==> src/rtl/fast_pkg.sv <==
`default_nettype none
// ---------------------------------------------------------------------------
// fast_pkg : shared types and circle geometry for the FAST corner detector
// Revision : 1.0
// ---------------------------------------------------------------------------
package fast_pkg;

  localparam int NUM_POINTS = 16;

  typedef enum logic [2:0] {
    IDLE  = 3'd0,
    READ  = 3'd1,
    DRAIN = 3'd2,
    EVAL  = 3'd3,
    DONE  = 3'd4
  } state_t;

  // Bresenham circle of radius 3, clockwise from straight up
  localparam logic signed [2:0] CIRCLE_DX [NUM_POINTS] = '{
    3'sd0,  3'sd1,  3'sd2,  3'sd3,  3'sd3,  3'sd3,  3'sd2,  3'sd1,
    3'sd0, -3'sd1, -3'sd2, -3'sd3, -3'sd3, -3'sd3, -3'sd2, -3'sd1
  };
  localparam logic signed [2:0] CIRCLE_DY [NUM_POINTS] = '{
   -3'sd3, -3'sd3, -3'sd2, -3'sd1,  3'sd0,  3'sd1,  3'sd2,  3'sd3,
    3'sd3,  3'sd3,  3'sd2,  3'sd1,  3'sd0, -3'sd1, -3'sd2, -3'sd3
  };

endpackage
`default_nettype wire

==> src/rtl/fast_corner_detect_arc_check.sv <==
`default_nettype none
// ---------------------------------------------------------------------------
// fast_arc_check : flags a circular run of ARC_LEN set bits in a 16-bit mask
// Revision       : 1.0
// ---------------------------------------------------------------------------
module fast_arc_check
  import fast_pkg::*;
#(
  parameter int ARC_LEN = 9
) (
  input  logic [NUM_POINTS-1:0] mask,
  output logic                  hit
);

  logic [2*NUM_POINTS-1:0] w_dbl;
  logic                    w_run;

  // doubling the mask turns the wrap from point 15 to point 0 into a straight run
  assign w_dbl = {mask, mask};

  always_comb begin
    hit   = 1'b0;
    w_run = 1'b0;
    for (int s = 0; s < NUM_POINTS; s++) begin
      w_run = 1'b1;
      for (int k = 0; k < ARC_LEN; k++) begin
        w_run = w_run & w_dbl[s+k];
      end
      hit = hit | w_run;
    end
  end

endmodule
`default_nettype wire

==> src/rtl/fast_corner_detect.sv <==
`default_nettype none
// ---------------------------------------------------------------------------
// fast_corner_detect : raster-scan FAST segment-test corner detector
// Revision           : 1.0
// ---------------------------------------------------------------------------
module fast_corner_detect
  import fast_pkg::*;
#(
  parameter int X_MAX       = 200,
  parameter int Y_MAX       = 200,
  parameter int PIXEL_DEPTH = 8,
  parameter int ARC_LEN     = 9
) (
  input  logic                     clk,
  input  logic                     rst,
  input  logic                     new_trans,
  input  logic [$clog2(X_MAX)-1:0] max_x,
  input  logic [$clog2(Y_MAX)-1:0] max_y,
  input  logic [PIXEL_DEPTH-1:0]   threshold,
  output logic [$clog2(X_MAX):0]   x_addr_img,
  output logic [$clog2(Y_MAX):0]   y_addr_img,
  output logic                     ren_img,
  input  logic [PIXEL_DEPTH-1:0]   rdat_img,
  output logic                     corner_valid,
  output logic [$clog2(X_MAX)-1:0] corner_x,
  output logic [$clog2(Y_MAX)-1:0] corner_y,
  output logic                     busy,
  output logic                     scan_done
);

  localparam int XW = $clog2(X_MAX);
  localparam int YW = $clog2(Y_MAX);
  localparam int PW = PIXEL_DEPTH;

  state_t r_state, w_next;

  logic [XW-1:0]   r_max_x, r_cx;
  logic [YW-1:0]   r_max_y, r_cy;
  logic [PW-1:0]   r_thr, r_center;
  logic [4:0]      r_idx, r_rd_idx;
  logic            r_rd_vld;
  logic [NUM_POINTS-1:0] r_bright, r_dark;

  logic            w_params_ok, w_last_x, w_last_y, w_hit_b, w_hit_d;
  logic [3:0]      w_cidx, w_rd_pt;
  logic signed [2:0] w_dx, w_dy;
  logic [XW:0]     w_ax;
  logic [YW:0]     w_ay;
  logic [PW:0]     w_pix, w_cen, w_thr;
  logic            w_pt_bright, w_pt_dark;

  assign w_params_ok = (max_x >= XW'(6)) && (max_y >= YW'(6));
  assign w_last_x    = (r_cx == r_max_x - XW'(3));
  assign w_last_y    = (r_cy == r_max_y - YW'(3));

  // read index 0 is the centre; indices 1..16 map to circle points 0..15
  assign w_cidx = r_idx[3:0] - 4'd1;
  assign w_dx   = (r_idx == 5'd0) ? 3'sd0 : CIRCLE_DX[w_cidx];
  assign w_dy   = (r_idx == 5'd0) ? 3'sd0 : CIRCLE_DY[w_cidx];
  assign w_ax   = {1'b0, r_cx} + {{(XW-2){w_dx[2]}}, w_dx};
  assign w_ay   = {1'b0, r_cy} + {{(YW-2){w_dy[2]}}, w_dy};

  assign ren_img    = (r_state == READ);
  assign x_addr_img = ren_img ? w_ax : '0;
  assign y_addr_img = ren_img ? w_ay : '0;
  assign busy       = (r_state == READ) || (r_state == DRAIN) || (r_state == EVAL);
  assign scan_done  = (r_state == DONE);

  assign w_pix       = {1'b0, rdat_img};
  assign w_cen       = {1'b0, r_center};
  assign w_thr       = {1'b0, r_thr};
  assign w_pt_bright = w_pix > (w_cen + w_thr);
  assign w_pt_dark   = (w_pix + w_thr) < w_cen;
  assign w_rd_pt     = r_rd_idx[3:0] - 4'd1;

  always_ff @(posedge clk or posedge rst) begin
    if (rst) r_state <= IDLE;
    else     r_state <= w_next;
  end

  always_comb begin
    w_next = r_state;
    if (new_trans) begin
      w_next = w_params_ok ? READ : DONE;
    end else begin
      case (r_state)
        IDLE:    w_next = IDLE;
        READ:    if (r_idx == 5'd16) w_next = DRAIN;
        DRAIN:   w_next = EVAL;
        EVAL:    w_next = (w_last_x && w_last_y) ? DONE : READ;
        DONE:    w_next = IDLE;
        default: w_next = IDLE;
      endcase
    end
  end

  always_ff @(posedge clk or posedge rst) begin
    if (rst) begin
      r_max_x      <= '0;
      r_max_y      <= '0;
      r_thr        <= '0;
      r_cx         <= '0;
      r_cy         <= '0;
      r_idx        <= '0;
      r_rd_idx     <= '0;
      r_rd_vld     <= 1'b0;
      r_center     <= '0;
      r_bright     <= '0;
      r_dark       <= '0;
      corner_valid <= 1'b0;
      corner_x     <= '0;
      corner_y     <= '0;
    end else begin
      r_rd_vld     <= ren_img;
      r_rd_idx     <= r_idx;
      corner_valid <= 1'b0;
      if (new_trans) begin
        r_max_x <= max_x;
        r_max_y <= max_y;
        r_thr   <= threshold;
        r_cx    <= XW'(3);
        r_cy    <= YW'(3);
        r_idx   <= '0;
      end else if (r_state == READ) begin
        r_idx <= (r_idx == 5'd16) ? 5'd0 : r_idx + 5'd1;
      end else if (r_state == EVAL) begin
        corner_valid <= w_hit_b | w_hit_d;
        if (w_hit_b | w_hit_d) begin
          corner_x <= r_cx;
          corner_y <= r_cy;
        end
        if (w_last_x) begin
          r_cx <= XW'(3);
          r_cy <= r_cy + YW'(1);
        end else begin
          r_cx <= r_cx + XW'(1);
        end
      end
      // the centre arrives first, so circle points are classified on arrival
      if (r_rd_vld) begin
        if (r_rd_idx == 5'd0) begin
          r_center <= rdat_img;
        end else begin
          r_bright[w_rd_pt] <= w_pt_bright;
          r_dark[w_rd_pt]   <= w_pt_dark;
        end
      end
    end
  end

  fast_arc_check #(.ARC_LEN(ARC_LEN)) u_arc_bright (.mask(r_bright), .hit(w_hit_b));
  fast_arc_check #(.ARC_LEN(ARC_LEN)) u_arc_dark   (.mask(r_dark),   .hit(w_hit_d));

endmodule
`default_nettype wire

==> config.mk <==
export PLATFORM = sky130hd
export DESIGN_NAME = fast_corner_detect
export DESIGN_NICKNAME = d
export VERILOG_FILES = /design/src/rtl/fast_pkg.sv /design/src/rtl/fast_corner_detect_arc_check.sv /design/src/rtl/fast_corner_detect.sv
export SDC_FILE = /design/constraint.sdc
export NUM_CORES = 1
export LEC_CHECK = 0
export ABC_AREA = 1
export CORE_MARGIN = 4
export CORE_UTILIZATION = 30
export DETAILED_ROUTE_END_ITERATION = 6
export PLACE_DENSITY_LB_ADDON = 0.12
export SYNTH_ARGS = -nofsm -noshare
export SYNTH_HDL_FRONTEND = slang
export SYNTH_HIERARCHICAL = 1
export SYNTH_SLANG_ARGS = --single-unit
==> constraint.sdc <==
create_clock -name clk -period 9.5 [get_ports clk]
set_input_delay 1.425 -clock clk [delete_from_list [all_inputs] [get_ports clk]]
set_output_delay 1.425 -clock clk [all_outputs]
set_load 0.03 [all_outputs]
# Yosys cells after proc, flatten, opt, wreduce, memory -nomap -nowiden
# Memories as Yosys holds them, arrays and structs flattened.
# Cells that the tools add are included.
[totals] reg_bits=111 latch_bits=0 ram_bits=0 rom_bits=96 inputBits=35 output_inout_bits=38 word_cells=381 mem_count=2
[op_classes] add_sub_neg=11 mul=0 div=0 n_lt_le_gt_ge=7 n_eq_ne=9 shift=0 mux=31 bitwise_logic=291 n_reduce_logical=15
[mem_list] memory="(name not given)" words=16 width=3 read_ports=1 rd_ports_with_merged_regs=0 wr=0 line="fast_corner_detect.sv:59" rtl="assign w_dy = (r_idx == 5'd0) ? 3'sd0 : CIRCLE_DY[w_cidx];"
[mem_list] memory="(name not given)" words=16 width=3 read_ports=1 rd_ports_with_merged_regs=0 wr=0 line="fast_corner_detect.sv:58" rtl="assign w_dx = (r_idx == 5'd0) ? 3'sd0 : CIRCLE_DX[w_cidx];"
[ops] operator="$and A1 B1 Y1" count=256
[ops] operator="$mux W8" count=8
[ops] operator="$bwmux W16" count=2
[ops] operator="$or A1 B1 Y1" count=31
[ops] operator="$mux W3" count=10
[ops] operator="$add A8 B8 Y9" count=2
[ops] operator="$add A8 B9 Y9" count=2
[ops] operator="$mux W9" count=2
[ops] operator="$add A8 B1 Y8 const B" count=2
[ops] operator="$eq A8 B8 Y1" count=2
[ops] operator="$ge A8 B3 Y1 const B" count=2
[ops] operator="$sub A8 B2 Y8 const B" count=2
[ops] operator="$mux W5" count=3
[ops] operator="$logic_not A5 Y1" count=2
[ops] operator="$gt A8 B9 Y1" count=1
[ops] operator="$lt A9 B8 Y1" count=1
[ops] operator="$pmux W3 S3" count=1
[ops] operator="$sub A4 B1 Y4 const B" count=2
[ops] operator="$eq A3 B2 Y1 const B" count=2
[ops] operator="$reduce_and A2 Y1" count=3
[ops] operator="$reduce_bool A2 Y1" count=3
[ops] operator="$add A5 B1 Y5 const B" count=1
[ops] operator="$eq A5 B5 Y1 const B" count=1
[ops] operator="$ge A5 B5 Y1 const B" count=1
[ops] operator="other kinds (14)" count=22

# Longest topological paths before layout
# Gate-level depths: netlist of the first run.
[depth] word_depth=27 depth_mapped=18 mapped_depth_nobuf=18

# Hierarchy
# Netlist of the first run, hierarchy kept.
[by_module_without_submodules] module="fast_corner_detect" instances=1 cells_per_inst=941 area_per_inst_um2=7104.3 seq_area_each_um2=2777.7
[by_module_without_submodules] module="fast_arc_check" instances=2 cells_per_inst=42 area_per_inst_um2=205.2 seq_area_each_um2=0.0

# Worst setup path before layout of the first run
# Ideal clock, no wire load.
[synth_path] kind="reg-to-output" from="register r_idx[0]" to="output port y_addr_img[6]" arrival_time_ns=3.322 path_slack_ns=4.753 stages_incl_launch_ff=19 path_cell_list="dfrtp_1 inv_1 ha_1 nand2_1 inv_1 nor2_1 inv_1 o21ai_0 a21oi_1 ha_1 fa_1 nand2_1 inv_1 o21ai_0 a21oi_1 or2_2 a21oi_1 o21ai_0 a21oi_1"
[synth_between] elab_chain_len=8 elab_cells_between_ends=9 cone_classes="2 x add/sub; 4 x mux; 1 x bitwise; 1 x reduce/logical; 1 x memory"
[synth_lines] item="from (decl)" line="fast_corner_detect.sv:40" rtl="logic [4:0] r_idx, r_rd_idx;"
[synth_lines] item="from (signal assigned)" line="fast_corner_detect.sv:125" rtl="r_idx <= (r_idx == 5'd16) ? 5'd0 : r_idx + 5'd1;"
[synth_lines] item="$sub A4 B1 Y4" line="fast_corner_detect.sv:57" rtl="assign w_cidx = r_idx[3:0] - 4'd1;"
[synth_lines] item="$not A4 Y5 (not written as such)" line="fast_corner_detect.sv:59"
[synth_lines] item="$mem_v2 Z16 W3"
[synth_lines] item="$mux W3 (not written as such) (2 in a row)" line="fast_corner_detect.sv:59"
[synth_lines] item="$mux W3 *" line="fast_corner_detect.sv:59"
[synth_lines] item="$add A8 B9 Y9 *" line="fast_corner_detect.sv:61" rtl="assign w_ay = {1'b0, r_cy} + {{(YW-2){w_dy[2]}}, w_dy};"
[synth_lines] item="$mux W9 *" line="fast_corner_detect.sv:65" rtl="assign y_addr_img = ren_img ? w_ay : '0;"
[synth_lines] item="to (decl)" line="fast_corner_detect.sv:21" rtl="output logic [$clog2(Y_MAX):0] y_addr_img,"
# Mark *: on every way between the ends. The rest lies on a longest branch, timed or not. The select of a mux whose other input is x is not followed.

# Final worst setup path of the first run
# Ends and elaborated chain as after synthesis.

==> qor.yml, run 1 <==
sta:
  maxSlewViolCount: 0
  rsz0062_at_grt: "no"
  tightest_slew_ps: 827.2
  worst_clock_skew_ps: 16.82
  fin_crit_sh_pct: 61.20
  worst_slack_ps: 3686
  finalHoldViolCount: 0
  tns_ps: 0
  slew_headroom_pct: 44.86
  whs_ps: 425.4
  clock.fmax_mhz: 172.0
  setup_viol: 0
  post-route-min-period_ps: 5814
yosys:
  synth_warnings: 6
  synth_cell_types: 48
  syn_inst: 1025
  ys_seq_area_share_pct: 36.96
  syn_nets: 1119
  avgSynthCellArea_sq_um: 7.331
  ys_ff_latch: 111
  async_flop_share_pct: 100.0
  synth_edf_count: 0
  netlist_area_sq_mm: 0.007515
  ys.flop_type: "dfrtp_1"
grt:
  grtUsageTotal_pct: 14.65
  overflow: 0
  grt_pass1_wl_um: 33730
  antenna_found_initial: 0
  grt_max_degree: 63
  grt_pass1_vias: 6732
placement:
  post-dp-hpwl_um: 15130
  port_buffers: 72
  gp_congestion: 0.8193
  dp_slack_ps: 4119
clock_network:
  clock-root-buffer: "clkbuf_16"
  cts_made_buffers: 9
  clk_pin_slew_worst_paths_ps: 70
  clockBufferDepth: 2
  postCtsHoldBufs: 0
  post-cts-setup-buffers: 0
  cts.sinks: 111
  cts_tree: "built"
  htree_levels: 3
  insertion_delay_ps: 360
  post_cts_resized: 0
route:
  post-route-drc-count: 0
  drtPass1Iterations: 5
  wl_met2_um: 9225
  ant_nets: 0
  viasPerCell: 4.597
  dr_wl_met3_um: 590
  wl_per_cell_um: 13.75
  vias: 6551
  drtIter0Drc: 324
  totalWireLength_um: 19590
  highest_layer: "met4"
  met1Wirelength_um: 9575
cells_and_area:
  nets: 1190
  post-route-util_pct: 36.35
  top_regs: "r_bright (16), r_dark (16)"
  drive_above_1_share_pct: 4.995
  syn_to_final_growth_pct: 18.33
  num_antenna_cells: 0
worst_setup_path:
  worstSetupPathType: "reg -> out"
  startpoint_type: "register"
  crit_family: "buffers and inverters"
  crit_buf_inv: 6
  cp.arrival_ps: 4390
  worstPathRequired_ps: 8080
  max_stage_delay_ps: 680
  crit_chain: "inv_1 > ha_1 > nand2_1 > inv_1 > nor2_1 > inv_1 > o21ai_0 > o21bai_1 > inv_1 > ha_1 > nand2_1 > inv_1 > o21ai_0 > a21oi_1 > or2_2 > a21oi_1 > o21ai_0 > a21oi_1 > clkdlybuf4s50_1"
  cp_slowest_cell: "clkdlybuf4s50_1"
  cp_max_fo: 8
  end_kind: "output port"
  cpMostUsedCell: "inv_1"
pwr:
  irDropWorstVdd_uv: 245.4
  power_density_mw_per_mm2: 303.4
  power_mw: 2.698
  leakagePower_nw: 4.364
job:
  drv_cap: 0
floorplanning:
  dieArea_sq_mm: 0.02765
  start_util_pct: 30.72
  die_y_um: 166.3
  die-width_um: 166.3
  io_pins: 73
  core_area_sq_mm: 0.02446
  rows: 57
outcome:
  outcome: "finished, final reports clean"
min_path:
  hold_path.class: "reg -> reg"
[cell usage in the layout (no fill, tap or decap), drive strengths merged]
| cell | instances |
|---|---|
| nor4 | 2 |
| nand2 | 288 |
| o21ai | 79 |
| nand4 | 10 |
| clkinv | 7 |
| fa | 4 |
| clkbuf | 9 |
| nand3b | 2 |
| dfrtp | 111 |
| a31o | 1 |
| a211oi | 5 |
| a32oi | 1 |
| o21bai | 2 |
| ha | 55 |
| xnor3 | 1 |
| a31oi | 5 |
| nor2 | 95 |
| clkdlybuf4s50 | 71 |
| a21oi | 61 |
| xnor2 | 14 |
| nor3 | 12 |
| nand3 | 72 |
| inv | 146 |
| buf | 5 |
| nor3b | 3 |
| o21a | 1 |
| o22ai | 5 |
| a21o | 2 |
| xor2 | 23 |
| o221ai | 1 |
| o211ai | 1 |
| or2 | 6 |
| o31a | 1 |
[synth_stat cells, types with 3 or more instances]
cell type  number  area [sq um]
nand2_2         5         31.28
ha_1           55         688.2
nor2_1         92         345.3
nand2_1       283          1062
dfrtp_1       111          2778
nor3_1         11         55.05
or2_0           4         25.02
nand3_2         4         40.04
xor2_1         22         192.7
a211oi_1        4         30.03
o22ai_1         5         31.28
xnor2_1        14         122.6
inv_2           6         22.52
fa_1            4         80.08
nand4_1         8         50.05
inv_1         140         525.5
a31oi_1         5         31.28
nand3_1        68         340.3
a21oi_2         3         26.28
clkbuf_1        9         33.78
o21ai_0        75         375.4
o21ai_1         3         15.01
a21oi_1        58         290.3
nor2_4          3         33.78
[metal layers]
layer | up-vias | global-route usage, %
met1 | 3001 | 19.72
li1 | 3443 | -
met3 | 13 | 2.476
met4 | 0 | 3.095
met5 | - | 0
met2 | 94 | 24.91
[stage by stage]
| step | cells | cell area, sq um |
|---|---|---|
| 3_3_place_gp | 1409 | 8594 |
| 3_5_place_dp | 1409 | 8594 |
| 5_1_grt | 1425 | 8892 |
| 2_1_floorplan | 1025 | 7515 |
| 6_report | 1425 | 8892 |
| 4_1_cts | 1425 | 8892 |
[worst paths after layout]
check | slack [ps] | end | from | cells after the start
min | 430 | r_rd_idx[4] | r_idx[4] | 0
min reg2reg | 430 | r_rd_idx[4] | r_idx[4] | 0
min in group asynchronous | 1520 | r_bright[12] | rst | 2
max in group asynchronous | 6700 | corner_y[4] | rst | 3
max reg2reg | 6250 | r_bright[8] | r_thr[2] | 16
max | 3690 | y_addr_img[6] | r_idx[0] | 19
[power breakdown]
| part | switching (mW) | total (mW) | internal (mW) |
|---|---|---|---|
| clock | 0.196 | 0.380 | 0.184 |
| combinational | 1.00 | 1.60 | 0.594 |
| sequential | 0.126 | 0.721 | 0.595 |
[cells by family (layout without fill, tap and decap cells)]
group	count (synthesis)	after routing	synth area share, %
xor+xnor	38	38	4.712
buf+inv	162	238	8.325
compound gates	165	165	12.02
fa+ha+maj	59	59	10.22
simple gates	490	490	27.76
flops	111	111	36.96
[layout make-up]
cell class / instances / area [sq um]
Fill cell: 2631 / 15570
Multi-Input combinational cell: 752 / 4115
Inverter: 146 / 550.5
Clock buffer: 9 / 225.2
Timing Repair Buffer: 76 / 745.7
Tap cell: 324 / 405.4
Sequential cell: 111 / 2778
Clock inverter: 7 / 72.57
Note: power is estimated with default switching activity, not from simulation.
==> run 2, diff against run 1 <==
Clock period 9.5 ns to 6 ns, I/O delays scaled along.
==> qor.yml, run 2 (synthesis gave the netlist of run 1 again) <==
route:
  drtPass1Iterations: 5
  dr_wl_met3_um: 747
  wl_per_cell_um: 13.91
  wl_met2_um: 9251
  highest_layer: "met4"
  met1Wirelength_um: 9607
  drtIter0Drc: 341
  viasPerCell: 4.662
  totalWireLength_um: 19820
  post-route-drc-count: 0
  ant_nets: 0
  vias: 6644
clock_network:
  postCtsHoldBufs: 0
  post-cts-setup-buffers: 0
  htree_levels: 3
  cts.sinks: 111
  post_cts_resized: 0
  clock-root-buffer: "clkbuf_16"
  clk_pin_slew_worst_paths_ps: 80
  clockBufferDepth: 2
  insertion_delay_ps: 360
  cts_tree: "built"
  cts_made_buffers: 9
worst_setup_path:
  worstSetupPathType: "reg -> out"
  cp_max_fo: 8
  startpoint_type: "register"
  end_kind: "output port"
  worstPathRequired_ps: 5100
  cp.arrival_ps: 4360
placement:
  gp_congestion: 0.8223
  dp_slack_ps: 1131
  port_buffers: 72
  post-dp-hpwl_um: 15210
grt:
  grt_max_degree: 58
  grtUsageTotal_pct: 14.71
  grt_pass1_vias: 6598
  overflow: 0
  antenna_found_initial: 0
  grt_pass1_wl_um: 33620
cells_and_area:
  n_fill_cell: 2636
  regArea_sq_mm: 0.002778
  drive_above_1_share_pct: 4.905
  num_antenna_cells: 0
  layout_commonest_cell: "nand2_1"
  multi_input_area_sq_mm: 0.004115
  final_cell_mix: "283 x nand2_1, 139 x inv_1, 111 x dfrtp_1"
  top_regs: "r_bright (16), r_dark (16)"
  nets: 1190
  syn_to_final_growth_pct: 18.33
sta:
  tightest_slew_ps: 742.5
  worst_clock_skew_ps: 12.82
  clock.fmax_mhz: 190.0
  fin_crit_sh_pct: 87.72
  setup_viol: 0
  whs_ps: 435.2
  rsz0062_at_grt: "no"
  slew_headroom_pct: 50.50
  post-route-min-period_ps: 5263
  worst_slack_ps: 736.8
  tns_ps: 0
  maxSlewViolCount: 0
  finalHoldViolCount: 0
floorplanning:
  die-width_um: 166.3
  io_pins: 73
  start_util_pct: 30.72
  rows: 57
  die_y_um: 166.3
  dieArea_sq_mm: 0.02765
  core_area_sq_mm: 0.02446
min_path:
  hold_path.class: "reg -> reg"
pwr:
  power_mw: 4.288
  power_density_mw_per_mm2: 482.3
  leakagePower_nw: 4.367
  irDropWorstVdd_uv: 365.1
outcome:
  outcome: "finished, final reports clean"
job:
  drv_cap: 0
## run 2: final timing paths
kind,startpoint,endpoint,slack (ps),depth (start not counted)
max,r_idx[0],y_addr_img[6],740,19
min,r_idx[4],r_rd_idx[4],440,0
max reg2reg,r_thr[2],r_bright[8],2790,16
min reg2reg,r_idx[4],r_rd_idx[4],440,0
max in group asynchronous,rst,r_rd_idx[0],3730,3
min in group asynchronous,rst,r_thr[6],1040,2
## run 2: area by class of cell
| class | instances | area share, % |
|---|---|---|
| Tap cell | 324 | 4.559 |
| Clock buffer | 10 | 2.575 |
| Timing Repair Buffer | 76 | 8.386 |
| Clock inverter | 6 | 0.7739 |
| Sequential cell | 111 | 31.24 |
| Inverter | 146 | 6.191 |
| Multi-Input combinational cell | 752 | 46.28 |
## run 2: stage by stage
| step | instance area [sq um] | util [%] | std cells |
|---|---|---|---|
| after floorplan | 7515 | - | 1025 |
| after global placement | 8594 | 35.13 | 1409 |
| after detailed placement | 8594 | 35.13 | 1409 |
| after CTS | 8892 | 36.35 | 1425 |
| after global routing | 8892 | 36.35 | 1425 |
| final | 8892 | 36.35 | 1425 |
## run 2: critical path: stages, from the launching register on
cell	delay, ps
dfrtp_1	450
inv_1	150
ha_1	250
nand2_1	80
inv_1	50
nor2_1	180
inv_1	160
o21ai_0	200
o21bai_1	180
inv_1	180
ha_1	350
nand2_1	70
inv_1	40
o21ai_0	220
a21oi_1	120
or2_2	280
a21oi_1	150
o21ai_0	90
a21oi_1	120
clkdlybuf4s50_1	680
## run 2: report_power, final
group          total, mW  leakage [nW]  switching [mW]  internal, mW
sequential          1.14          1.32           0.200         0.943
clock              0.625         0.149           0.296         0.329
combinational       2.52          2.90            1.58         0.942
total               4.29          4.37            2.07          2.21
## run 2: layer usage
metal / vias up / track usage [%]
met4: 0 / 3.771
li1: 3448 / -
met2: 115 / 24.22
met1: 3064 / 20.30
met3: 17 / 2.333
met5: - / 0
==> run 3, diff against run 2 <==
Settings changed: GPL_TIMING_DRIVEN set to 0.
==> qor.yml, run 3 (synthesis gave the netlist of run 1 again) <==
clock_network:
  insertion_delay_ps: 360
  post_cts_resized: 0
  cts_made_buffers: 9
  cts.sinks: 111
  cts_tree: "built"
  clockBufferDepth: 2
  postCtsHoldBufs: 0
  htree_levels: 3
  clock-root-buffer: "clkbuf_16"
  post-cts-setup-buffers: 0
  clk_pin_slew_worst_paths_ps: 80
cells_and_area:
  post-route-util_pct: 36.78
  layout_commonest_cell: "nand2_1"
  top_regs: "r_bright (16), r_dark (16)"
  syn_to_final_growth_pct: 19.71
  drive_above_1_share_pct: 4.937
  num_antenna_cells: 0
  nets: 1203
  final_cell_mix: "283 x nand2_1, 139 x inv_1, 111 x dfrtp_1"
  n_fill_cell: 2603
worst_setup_path:
  crit_chain: "inv_1 > ha_1 > nand2_1 > inv_1 > nor2_1 > inv_1 > o21ai_0 > o21bai_1 > inv_1 > ha_1 > nand2_1 > inv_1 > o21ai_0 > a21oi_1 > or2_2 > a21oi_1 > o21ai_0 > a21oi_1 > clkdlybuf4s50_1"
  cp_slowest_cell: "clkdlybuf4s50_1"
  cp.arrival_ps: 4500
  max_stage_delay_ps: 690
  cpMostUsedCell: "inv_1"
  startpoint_type: "register"
  worstSetupPathType: "reg -> out"
  r2r_setup_slack_ps: 2950
  worstPathRequired_ps: 5100
  cp_max_fo: 8
  end_kind: "output port"
  crit_buf_inv: 6
  crit_family: "buffers and inverters"
route:
  totalWireLength_um: 20470
  wl_per_cell_um: 14.23
  ant_nets: 0
  post-route-drc-count: 0
  vias: 6596
  drtPass1Iterations: 5
  viasPerCell: 4.587
  drtIter0Drc: 372
placement:
  port_buffers: 72
  gp_congestion: 0.8342
  post-dp-hpwl_um: 16140
  dp_slack_ps: 963.0
job:
  drv_cap: 0
grt:
  overflow: 0
  grt_pass1_wl_um: 33990
  grt_pass1_vias: 6636
  grtUsageTotal_pct: 15.00
  antenna_found_initial: 0
  grt_max_degree: 85
sta:
  setup_viol: 0
  maxSlewViolCount: 0
  worst_clock_skew_ps: 7.902
  rsz0062_at_grt: "no"
  finalHoldViolCount: 0
  fin_crit_sh_pct: 89.96
  worst_slack_ps: 602.4
  tightest_slew_ps: 682.2
  whs_ps: 431.3
  clock.fmax_mhz: 185.3
  tns_ps: 0
  slew_headroom_pct: 54.04
  post-route-min-period_ps: 5398
pwr:
  power_mw: 4.353
  power_density_mw_per_mm2: 483.9
  irDropWorstVdd_uv: 378.7
  leakagePower_nw: 4.403
floorplanning:
  dieArea_sq_mm: 0.02765
  die-width_um: 166.3
  start_util_pct: 30.72
  die_y_um: 166.3
  rows: 57
  io_pins: 73
  core_area_sq_mm: 0.02446
outcome:
  outcome: "finished, final reports clean"
min_path:
  hold_path.class: "reg -> reg"
[run 3: path summary, 6_finish.rpt]
kind / startpoint / end / cells past startpoint
hold reg to reg: r_idx[4] / r_rd_idx[4] / 0
hold / removal: r_idx[4] / r_rd_idx[4] / 0
setup reg to reg: r_thr[2] / r_bright[10] / 17
min in group asynchronous: rst / r_bright[15] / 2
setup / recovery: r_idx[0] / y_addr_img[6] / 19
max in group asynchronous: rst / corner_y[7] / 3
[run 3: power by group]
| part | total (mW) | switching (mW) | internal (mW) |
|---|---|---|---|
| Combinational | 2.55 | 1.60 | 0.953 |
| Clock | 0.654 | 0.316 | 0.338 |
| Sequential | 1.15 | 0.208 | 0.942 |
[run 3: area by class of cell]
cell class	count	area (sq um)	area share, %
sequential	111	2778	30.88
clock inverter	7	97.59	1.085
multi-input combinational	752	4111	45.70
clock buffer	9	225.2	2.503
timing repair buffer	73	748.2	8.317
inverter	146	553.0	6.147
tap	324	405.4	4.506
buffer	16	77.57	0.8623
[run 3: metrics by stage]
step	std cells	area, sq um
floorplan	1025	7515
global placement	1421	8641
detailed placement	1422	8673
CTS	1438	8996
global route	1438	8996
finish	1438	8996
[run 3: per-layer routing]
| metal | up-vias | GRT usage [%] | part of all wire [%] |
|---|---|---|---|
| met2 | 85 | 24.57 | 46 |
| met5 | - | 0 | 0 |
| li1 | 3476 | - | - |
| met1 | 3022 | 21.12 | 50 |
| met4 | 0 | 2.988 | 1.0 |
| met3 | 13 | 2.452 | 2.6 |
